### src/rtl/picmicro_fetch_sequencer_if.sv
// Fetch-side bus between the Q-cycle sequencer and its neighbours (decode, pclath, program memory).
// master = sequencer, slave = the surrounding core / program memory.
interface picmicro_fetch_sequencer_if #(
   parameter int PC_WIDTH = 13
);
   logic [1:0]          q_phase;
   logic                instr_rd_en;
   logic [PC_WIDTH-1:0] pc_out;
   logic                flush;
   logic                stack_ovf;
   logic                stack_unf;
   logic [4:0]          pclath_in;
   logic                ctl_goto;
   logic                ctl_call;
   logic                ctl_return;
   logic                ctl_pcl_wr;
   logic                ctl_skip;
   logic [10:0]         target_addr;
   logic [7:0]          pcl_data;

   modport master (
      output q_phase, instr_rd_en, pc_out, flush, stack_ovf, stack_unf,
      input  pclath_in, ctl_goto, ctl_call, ctl_return, ctl_pcl_wr, ctl_skip,
             target_addr, pcl_data
   );

   modport slave (
      input  q_phase, instr_rd_en, pc_out, flush, stack_ovf, stack_unf,
      output pclath_in, ctl_goto, ctl_call, ctl_return, ctl_pcl_wr, ctl_skip,
             target_addr, pcl_data
   );
endinterface

### src/rtl/picmicro_fetch_sequencer.sv
// Q1..Q4 instruction-cycle sequencer with program counter, redirect flush and
// a circular hardware return stack. All PC/stack/flush state moves only at the end of Q4.
module picmicro_fetch_sequencer #(
   parameter int                  PC_WIDTH     = 13,
   parameter int                  STACK_DEPTH  = 8,
   parameter logic [PC_WIDTH-1:0] RESET_VECTOR = '0
) (
   input logic                          clk,
   input logic                          rst,
   picmicro_fetch_sequencer_if.master   bus
);
   localparam int             SP_W = $clog2(STACK_DEPTH);
   localparam logic [SP_W:0]  FULL = (SP_W + 1)'(STACK_DEPTH);

   typedef enum logic [1:0] {Q1 = 2'd0, Q2 = 2'd1, Q3 = 2'd2, Q4 = 2'd3} q_phase_t;

   q_phase_t            q_phase_q, q_phase_d;
   logic                instr_rd_en_q;
   logic [PC_WIDTH-1:0] pc_q, pc_d;
   logic                flush_q, flush_d;
   logic [SP_W-1:0]     sp_q, sp_d;
   logic [SP_W:0]       count_q, count_d;
   logic                ovf_q, ovf_d;
   logic                unf_q, unf_d;
   logic                push;
   logic [PC_WIDTH-1:0] stack_q [STACK_DEPTH];
   logic [PC_WIDTH-1:0] jump_addr;
   logic [PC_WIDTH-1:0] pcl_addr;
   logic [SP_W-1:0]     sp_prev;

   assign jump_addr = PC_WIDTH'({bus.pclath_in[4:3], bus.target_addr});
   assign pcl_addr  = PC_WIDTH'({bus.pclath_in, bus.pcl_data});
   assign sp_prev   = sp_q - SP_W'(1);

   always_comb begin
      q_phase_d = q_phase_q;
      pc_d      = pc_q;
      flush_d   = flush_q;
      sp_d      = sp_q;
      count_d   = count_q;
      ovf_d     = ovf_q;
      unf_d     = unf_q;
      push      = 1'b0;

      case (q_phase_q)
         Q1:      q_phase_d = Q2;
         Q2:      q_phase_d = Q3;
         Q3:      q_phase_d = Q4;
         default: q_phase_d = Q1;
      endcase

      if (q_phase_q == Q4) begin
         pc_d    = pc_q + PC_WIDTH'(1);
         flush_d = 1'b0;
         // The instruction executing in a flush cycle is a forced NOP, so its strobes are dropped.
         if (!flush_q) begin
            if (bus.ctl_return) begin
               pc_d    = stack_q[sp_prev];
               sp_d    = sp_prev;
               flush_d = 1'b1;
               if (count_q == '0) unf_d = 1'b1;
               else               count_d = count_q - (SP_W + 1)'(1);
            end else if (bus.ctl_call) begin
               push    = 1'b1;
               sp_d    = sp_q + SP_W'(1);
               pc_d    = jump_addr;
               flush_d = 1'b1;
               if (count_q == FULL) ovf_d = 1'b1;
               else                 count_d = count_q + (SP_W + 1)'(1);
            end else if (bus.ctl_goto) begin
               pc_d    = jump_addr;
               flush_d = 1'b1;
            end else if (bus.ctl_pcl_wr) begin
               pc_d    = pcl_addr;
               flush_d = 1'b1;
            end else if (bus.ctl_skip) begin
               flush_d = 1'b1;
            end
         end
      end
   end

   always_ff @(posedge clk or negedge rst) begin
      if (!rst) begin
         q_phase_q     <= Q1;
         instr_rd_en_q <= 1'b0;
         pc_q          <= RESET_VECTOR;
         flush_q       <= 1'b1;
         sp_q          <= '0;
         count_q       <= '0;
         ovf_q         <= 1'b0;
         unf_q         <= 1'b0;
      end else begin
         q_phase_q     <= q_phase_d;
         instr_rd_en_q <= (q_phase_d == Q4);
         pc_q          <= pc_d;
         flush_q       <= flush_d;
         sp_q          <= sp_d;
         count_q       <= count_d;
         ovf_q         <= ovf_d;
         unf_q         <= unf_d;
      end
   end

   // Stack storage is deliberately not reset; when full, sp already points at the oldest entry.
   always_ff @(posedge clk) begin
      if (push) stack_q[sp_q] <= pc_q;
   end

   assign bus.q_phase     = q_phase_q;
   assign bus.instr_rd_en = instr_rd_en_q;
   assign bus.pc_out      = pc_q;
   assign bus.flush       = flush_q;
   assign bus.stack_ovf   = ovf_q;
   assign bus.stack_unf   = unf_q;
endmodule

### src/flat_wrapper.sv
// flat-port wrapper written by rule: the top's interface ports become plain ports
module picmicro_fetch_sequencer_flat 
#(
   parameter int                  PC_WIDTH     = 13,
   parameter int                  STACK_DEPTH  = 8,
   parameter logic [PC_WIDTH-1:0] RESET_VECTOR = '0
)
  (clk, rst, bus_q_phase, bus_instr_rd_en, bus_pc_out, bus_flush, bus_stack_ovf, bus_stack_unf, bus_pclath_in, bus_ctl_goto, bus_ctl_call, bus_ctl_return, bus_ctl_pcl_wr, bus_ctl_skip, bus_target_addr, bus_pcl_data);
  picmicro_fetch_sequencer_if #(.PC_WIDTH(PC_WIDTH)) bus_i ();
  input logic clk;
  input logic rst;
  output wire logic [$bits(bus_i.q_phase)-1:0] bus_q_phase;
  output wire logic [$bits(bus_i.instr_rd_en)-1:0] bus_instr_rd_en;
  output wire logic [$bits(bus_i.pc_out)-1:0] bus_pc_out;
  output wire logic [$bits(bus_i.flush)-1:0] bus_flush;
  output wire logic [$bits(bus_i.stack_ovf)-1:0] bus_stack_ovf;
  output wire logic [$bits(bus_i.stack_unf)-1:0] bus_stack_unf;
  input wire logic [$bits(bus_i.pclath_in)-1:0] bus_pclath_in;
  input wire logic [$bits(bus_i.ctl_goto)-1:0] bus_ctl_goto;
  input wire logic [$bits(bus_i.ctl_call)-1:0] bus_ctl_call;
  input wire logic [$bits(bus_i.ctl_return)-1:0] bus_ctl_return;
  input wire logic [$bits(bus_i.ctl_pcl_wr)-1:0] bus_ctl_pcl_wr;
  input wire logic [$bits(bus_i.ctl_skip)-1:0] bus_ctl_skip;
  input wire logic [$bits(bus_i.target_addr)-1:0] bus_target_addr;
  input wire logic [$bits(bus_i.pcl_data)-1:0] bus_pcl_data;
  assign bus_q_phase = bus_i.q_phase;
  assign bus_instr_rd_en = bus_i.instr_rd_en;
  assign bus_pc_out = bus_i.pc_out;
  assign bus_flush = bus_i.flush;
  assign bus_stack_ovf = bus_i.stack_ovf;
  assign bus_stack_unf = bus_i.stack_unf;
  assign bus_i.pclath_in = bus_pclath_in;
  assign bus_i.ctl_goto = bus_ctl_goto;
  assign bus_i.ctl_call = bus_ctl_call;
  assign bus_i.ctl_return = bus_ctl_return;
  assign bus_i.ctl_pcl_wr = bus_ctl_pcl_wr;
  assign bus_i.ctl_skip = bus_ctl_skip;
  assign bus_i.target_addr = bus_target_addr;
  assign bus_i.pcl_data = bus_pcl_data;
  picmicro_fetch_sequencer #(.PC_WIDTH(PC_WIDTH), .STACK_DEPTH(STACK_DEPTH), .RESET_VECTOR(RESET_VECTOR)) u_core (.clk(clk), .rst(rst), .bus(bus_i));
endmodule
### config.mk
export PLATFORM = sky130hd
export DESIGN_NAME = picmicro_fetch_sequencer_flat
export DESIGN_NICKNAME = d
export VERILOG_FILES = /design/src/rtl/picmicro_fetch_sequencer_if.sv /design/src/rtl/picmicro_fetch_sequencer.sv /design/src/flat_wrapper.sv
export SDC_FILE = /design/constraint.sdc
export NUM_CORES = 1
export LEC_CHECK = 0
export ABC_AREA = 0
export CAP_MARGIN = 20
export CORE_ASPECT_RATIO = 2
export CORE_MARGIN = 10
export CORE_UTILIZATION = 52
export CTS_BUF_LIST = sky130_fd_sc_hd__clkbuf_8 sky130_fd_sc_hd__clkbuf_16
export CTS_CLUSTER_DIAMETER = 40
export DETAILED_ROUTE_END_ITERATION = 8
export GPL_TIMING_DRIVEN = 0
export PLACE_DENSITY = 0.86
export SLEW_MARGIN = 20
export SYNTH_ARGS = -nofsm -noshare
export SYNTH_HDL_FRONTEND = slang
export SYNTH_SLANG_ARGS = --single-unit
### constraint.sdc
create_clock -name clk -period 2.5 [get_ports clk]
set_clock_uncertainty 0.05 [all_clocks]
set_input_delay 0.5 -clock clk [delete_from_list [all_inputs] [get_ports clk]]
set_output_delay 0.5 -clock clk [all_outputs]
set_load 0.01 [all_outputs]
### Word level (Yosys, flattened, before mapping)

Memory sizes are Yosys's and may differ from the RTL's.
Cells that the tools add are included.

| operators by class | value |
|---|---|
| add/subtract/negate cells | 5 |
| equal/unequal tests | 7 |
| mux-type cells | 24 |
| bitwise operators | 2 |
| reduce and logical (&&, ||, !) cells | 7 |

Operator list:

| operator | count |
|---|---|
| $mux 13 | 5 |
| $mux 4 | 4 |
| $add 13x1->13 const B | 1 |
| $mux 1 | 12 |
| $reduce_and 5->1 | 2 |
| $eq 2x2->1 const B | 3 |
| $mux 3 | 2 |
| $pmux 2 s3 | 1 |
| $add 4x1->4 const B | 1 |
| $eq 4x4->1 const B | 1 |
| $logic_not 4->1 | 1 |
| $ne 2x2->1 const B | 2 |
| $reduce_and 4->1 | 1 |
| $sub 4x1->4 const B | 1 |
| $add 3x1->3 const B | 1 |
| $reduce_and 3->1 | 1 |
| $sub 3x1->3 const B | 1 |
| $eq 2x1->1 const B | 1 |
| $logic_not 2->1 | 1 |
| $not 1->1 | 2 |
| $reduce_bool 2->1 | 1 |

| storage, ports and cells | value |
|---|---|
| flip-flop bits (word level) | 26 |
| memory bits (writable) | 104 |
| input bits | 31 |
| output and inout bits | 19 |
| logic and storage cells | 54 |
| memories kept | 1 |

Memories:

| name | words | bits a word | rd ports | clocked after Yosys merged registers in | write ports | line | source |
|---|---|---|---|---|---|---|---|
| u_core.stack_q | 8 | 13 | 1 | 0 | 1 | picmicro_fetch_sequencer.sv:26 | `logic [PC_WIDTH-1:0] stack_q [STACK_DEPTH];` |

### Logic depth before layout (Yosys ltp)

| depth | value |
|---|---|
| depth after elaboration | 6 |
| depth in mapped cells | 12 |
| gate-level depth less buffers | 7 |

### Least setup slack after synthesis

OpenSTA, ideal clock, no wires.

| timing path | value |
|---|---|
| kind | reg-to-reg |
| from | register u_core.sp_q[0] |
| to | register u_core.pc_q[7], in the netlist u_core.bus.pc_out[7] |
| setup time | 136 ps |
| data arrival time | 2318 ps |
| data required time | 2314 ps |
| slack | -4 ps |
| stages on the path, launching flop included | 12 |
| path buffers | 4 |
| clock period less this slack | 2504 ps |
| path through | dfrtp_1 > buf_6 > buf_6 > buf_2 > inv_1 > ha_1 > buf_1 > mux4_2 > nand2_1 > a21oi_1 > a221oi_1 > o21ai_0 |

| on the way | value |
|---|---|
| longest elaborated chain between the ends | 4 |

Ends and longest elaborated chain:

| what | line | source |
|---|---|---|
| from (decl) | picmicro_fetch_sequencer.sv:21 | `logic [SP_W-1:0] sp_q, sp_d;` |
| from (signal assigned) | picmicro_fetch_sequencer.sv:98 | `sp_q <= sp_d;` |
| $sub 3x1->3 | picmicro_fetch_sequencer.sv:33 | `assign sp_prev = sp_q - SP_W'(1);` |
| $mem_v2 8x13 | - |  |
| $mux 13 | picmicro_fetch_sequencer.sv:57 | `if (bus.ctl_return) begin` |
| $mux 13 | picmicro_fetch_sequencer.sv:56 | `if (!flush_q) begin` |
| to (signal assigned) | picmicro_fetch_sequencer.sv:96 | `pc_q <= pc_d;` |
| to (decl) | picmicro_fetch_sequencer.sv:19 | `logic [PC_WIDTH-1:0] pc_q, pc_d;` |

Every way passes these cells.
A chain may end at the register's enable or synchronous reset.

### Worst setup path in the final report

| timing path | value |
|---|---|
| from | input port bus_ctl_return |
| to | memory u_core.stack_q[7][8], enable pin |

| on the way | value |
|---|---|
| longest elaborated chain between the ends | 5 |

Ends and longest elaborated chain:

| what | line | source |
|---|---|---|
| from (decl) | flat_wrapper.sv:21 | `input wire logic [$bits(bus_i.ctl_return)-1:0] bus_ctl_return;` |
| $mux 1 | picmicro_fetch_sequencer.sv:57 |  |
| $mux 1 | picmicro_fetch_sequencer.sv:56 |  |
| $mux 1 | picmicro_fetch_sequencer.sv:52 | `if (q_phase_q == Q4) begin` |
| $mux 1 | picmicro_fetch_sequencer.sv:107 | `if (push) stack_q[sp_q] <= pc_q;` |
| $mux 1 (not written as such) | picmicro_fetch_sequencer.sv:107 |  |
| to (decl) | picmicro_fetch_sequencer.sv:26 |  |

Every way passes these cells.

==> results.txt <==
CP endpoint kind: flop
Syn Nets: 449
GPL Wtd Cong: 0.987
Status: finished, violations left
Non-Filler Instances: 648
Sequential share of the synthesized area: 63.8%
Worst skew pair latency: 420 ps
Total congestion overflow: 0
Share of cells above drive strength 1: 20.2%
Minimum clock period: 2520 ps
PD cells: 1180 nW/um^2
Initial core utilization: 52.7%
Vias: 4188
Failing checks: setup timing
Slowest cell on the critical path: nor2_2
GRT Util Overall: 20.3%
YS warnings: 0
CTS tree: yes
Mean post-synth cell area: 14.5 sq um
Hold Crit Class: in2async
Post-Synthesis Cells: 409
Clock sink count: 130
Mapped cell area: 5910 sq um
First-pass GRT wire length: 24400 um
Antenna Nets Post-Route: 0
Clk buf depth: 2
Router iterations before antenna repair: 5
Worst setup margin: -22.8 ps
Final Setup Violations: 26
Row count: 55
CP arrival: 2520 ps
Die Span Y: 171 um
CP Cell Sequence: clkdlybuf4s50_1 -> inv_2 -> and3_1 -> nand2_1 -> nor2_2
Core Region: 11200 sq um
Cts bufs inserted: 17
Reg area: 3780 sq um
Final HPWL from detailed placement: 10300 um
Pins over their slew limit: 0
DRC marker count from the first detailed-route iteration: 405
Post-synth top flop: edfxtp_1
Worst relative slew slack: 44.1%
Startpoint types: input port
Multi-input gate area: 2080 sq um
Most frequent cells in the layout: 104 x edfxtp_1, 47 x clkdlybuf4s50_1, 42 x nand2_1
Ant diodes: 0
Die width: 95.4 um
Pin count of the biggest net entering global routing: 27
Crit-path max cell delay: 720 ps
Fin crit share: 101%
Number of synthesized register bits: 130
H-tree levels: 4
Initial antenna violation count: 0
Netlist cell types: 58
Vias per Instance: 6.46
Peak Freq: 396 MHz
RSZ-0062 raised after global routing: true
Critical path peak fanout: 13
Vias in the first global route: 4278
Nets: 533
FFs w/ async S/R, synth: 20.0%
Clk root buf: clkbuf_16
Worst Max-Slew Pin Slew: 837 ps
Leak: 0.00272 uW
EDFF count, synth: 104
Area growth, synth to finish: 26.0%
Die area: 16300 sq um
Crit path max-delay family: simple AND/OR/NAND/NOR gates
Worst path bufs/invs: 2
Pre-CTS WS: -581 ps
DRC: 0
Final instance area: 7450 sq um
Worst Path Required: 2490 ps
Fill cells: 704
Routed WL: 16100 um
Hold Violations, Final: 0
VDD IR-drop max: 0.606 mV
MaxCap Viol Count: 0
Crit path kind: in2reg
WL/cell: 24.8 um
Placed cell count: 601
Commonest non-fill, non-tap cell in the layout: edfxtp_1
Io pins: 50
Post-Place Cell Area: 6610 sq um
Buffers on Ports: 48
Clock-pin slew of the registers on the worst-case setup and hold paths: 60 ps
Setup TNS: -397 ps
through the flow:
stage                     power (uW)  hold slack, ps  util, %
after floorplan                 4810             154        -
after global placement          5640             406     58.6
after detailed placement        5770             431     58.9
after CTS                       8630            56.4     65.5
after global routing            9160            88.4     66.4
final                           8820            56.4     66.4
layout make-up:
class / instances / area share (%)
sequential: 130 / 50.7
multi-input combinational: 244 / 27.8
timing repair buffer: 66 / 8.19
clock buffer: 17 / 5.71
clock inverter: 15 / 2.45
tap: 142 / 2.38
buffer: 20 / 2.03
inverter: 14 / 0.705
synthesized netlist by cell type, types with 2 or more instances:
library cell	number	share of area (%)
xor2_1	7	1.0
nand2b_1	2	0.21
nor3_1	7	0.59
or2_2	2	0.21
nor4_1	3	0.32
mux4_1	11	4.9
mux2i_1	12	2.0
a221oi_1	3	0.44
nor2b_1	4	0.42
o41ai_1	2	0.30
nand4_1	4	0.42
a2111oi_0	3	0.44
o21ai_1	2	0.17
ha_1	8	1.7
xnor2_1	12	1.8
buf_1	2	0.13
a21oi_1	19	1.6
a31oi_1	7	0.74
and3_1	9	0.95
nand2_1	42	2.7
a21o_1	2	0.25
o22ai_1	3	0.32
o21ai_0	15	1.3
dfrtp_1	25	11
buf_6	3	0.57
nor2_1	19	1.2
nand3_1	5	0.42
mux4_2	11	4.2
buf_2	11	0.93
o221ai_1	3	0.44
inv_1	14	0.89
clkbuf_1	5	0.32
edfxtp_1	104	53
o32ai_1	2	0.30
a221o_1	3	0.51
sequential cells by signal (all words and copies together) (netlist names), 2 cells and up:
name                count
u_core.bus.pc_out      13
u_core.sp_q             3
u_core.count_q          4
u_core.stack_q        104
u_core.bus.q_phase      2
power breakdown:
| part | leakage [uW] | internal, uW | total (uW) | switching (uW) |
|---|---|---|---|---|
| Combinational | 0.00118 | 1480 | 3040 | 1560 |
| Clock | 0.000292 | 1580 | 2520 | 945 |
| Sequential | 0.00124 | 2750 | 3260 | 504 |
| Total | 0.00272 | 5810 | 8820 | 3010 |
per-layer routing:
metal  up-vias  routed length [um]  GRT usage (%)
met5         -                   0              0
met4         0                 871           13.9
met3        66                1150           4.56
met2       275                8690           35.5
met1      2074                5340           20.6
li1       1773                   -              -
what timing repair did:
action	in CTS	in global routing
setup endpoints to repair	96	50
setup buffers	4	12
gates resized for setup	23	11
hold buffers	0	0
worst paths after layout:
kind                                  startpoint                   end  slack, ps  cells past startpoint
max in group asynchronous                    rst  u_core.bus.pc_out[1]       1880                      1
min                                          rst        u_core.sp_q[1]         60                      1
min reg2reg                 u_core.bus.stack_ovf  u_core.bus.stack_ovf        430                      1
max                               bus_ctl_return  u_core.stack_q[7][8]        -20                      5
min in group clk            u_core.bus.stack_ovf  u_core.bus.stack_ovf        430                      1
max reg2reg                u_core.bus.q_phase[1]  u_core.stack_q[7][8]         10                      5
cell families after synthesis:
kind of cell	count (synthesis)	share of synthesized area [%]
adder cells (fa/ha/maj)	9	2.03
flip-flops	130	63.8
multiplexers	35	11.3
buffers and inverters	35	2.84
AO/OA/AOI/OAI	77	8.70
AND/OR/NAND/NOR	104	8.48
XOR/XNOR	19	2.81
No activity file was read; power rests on OpenSTA's default activity.
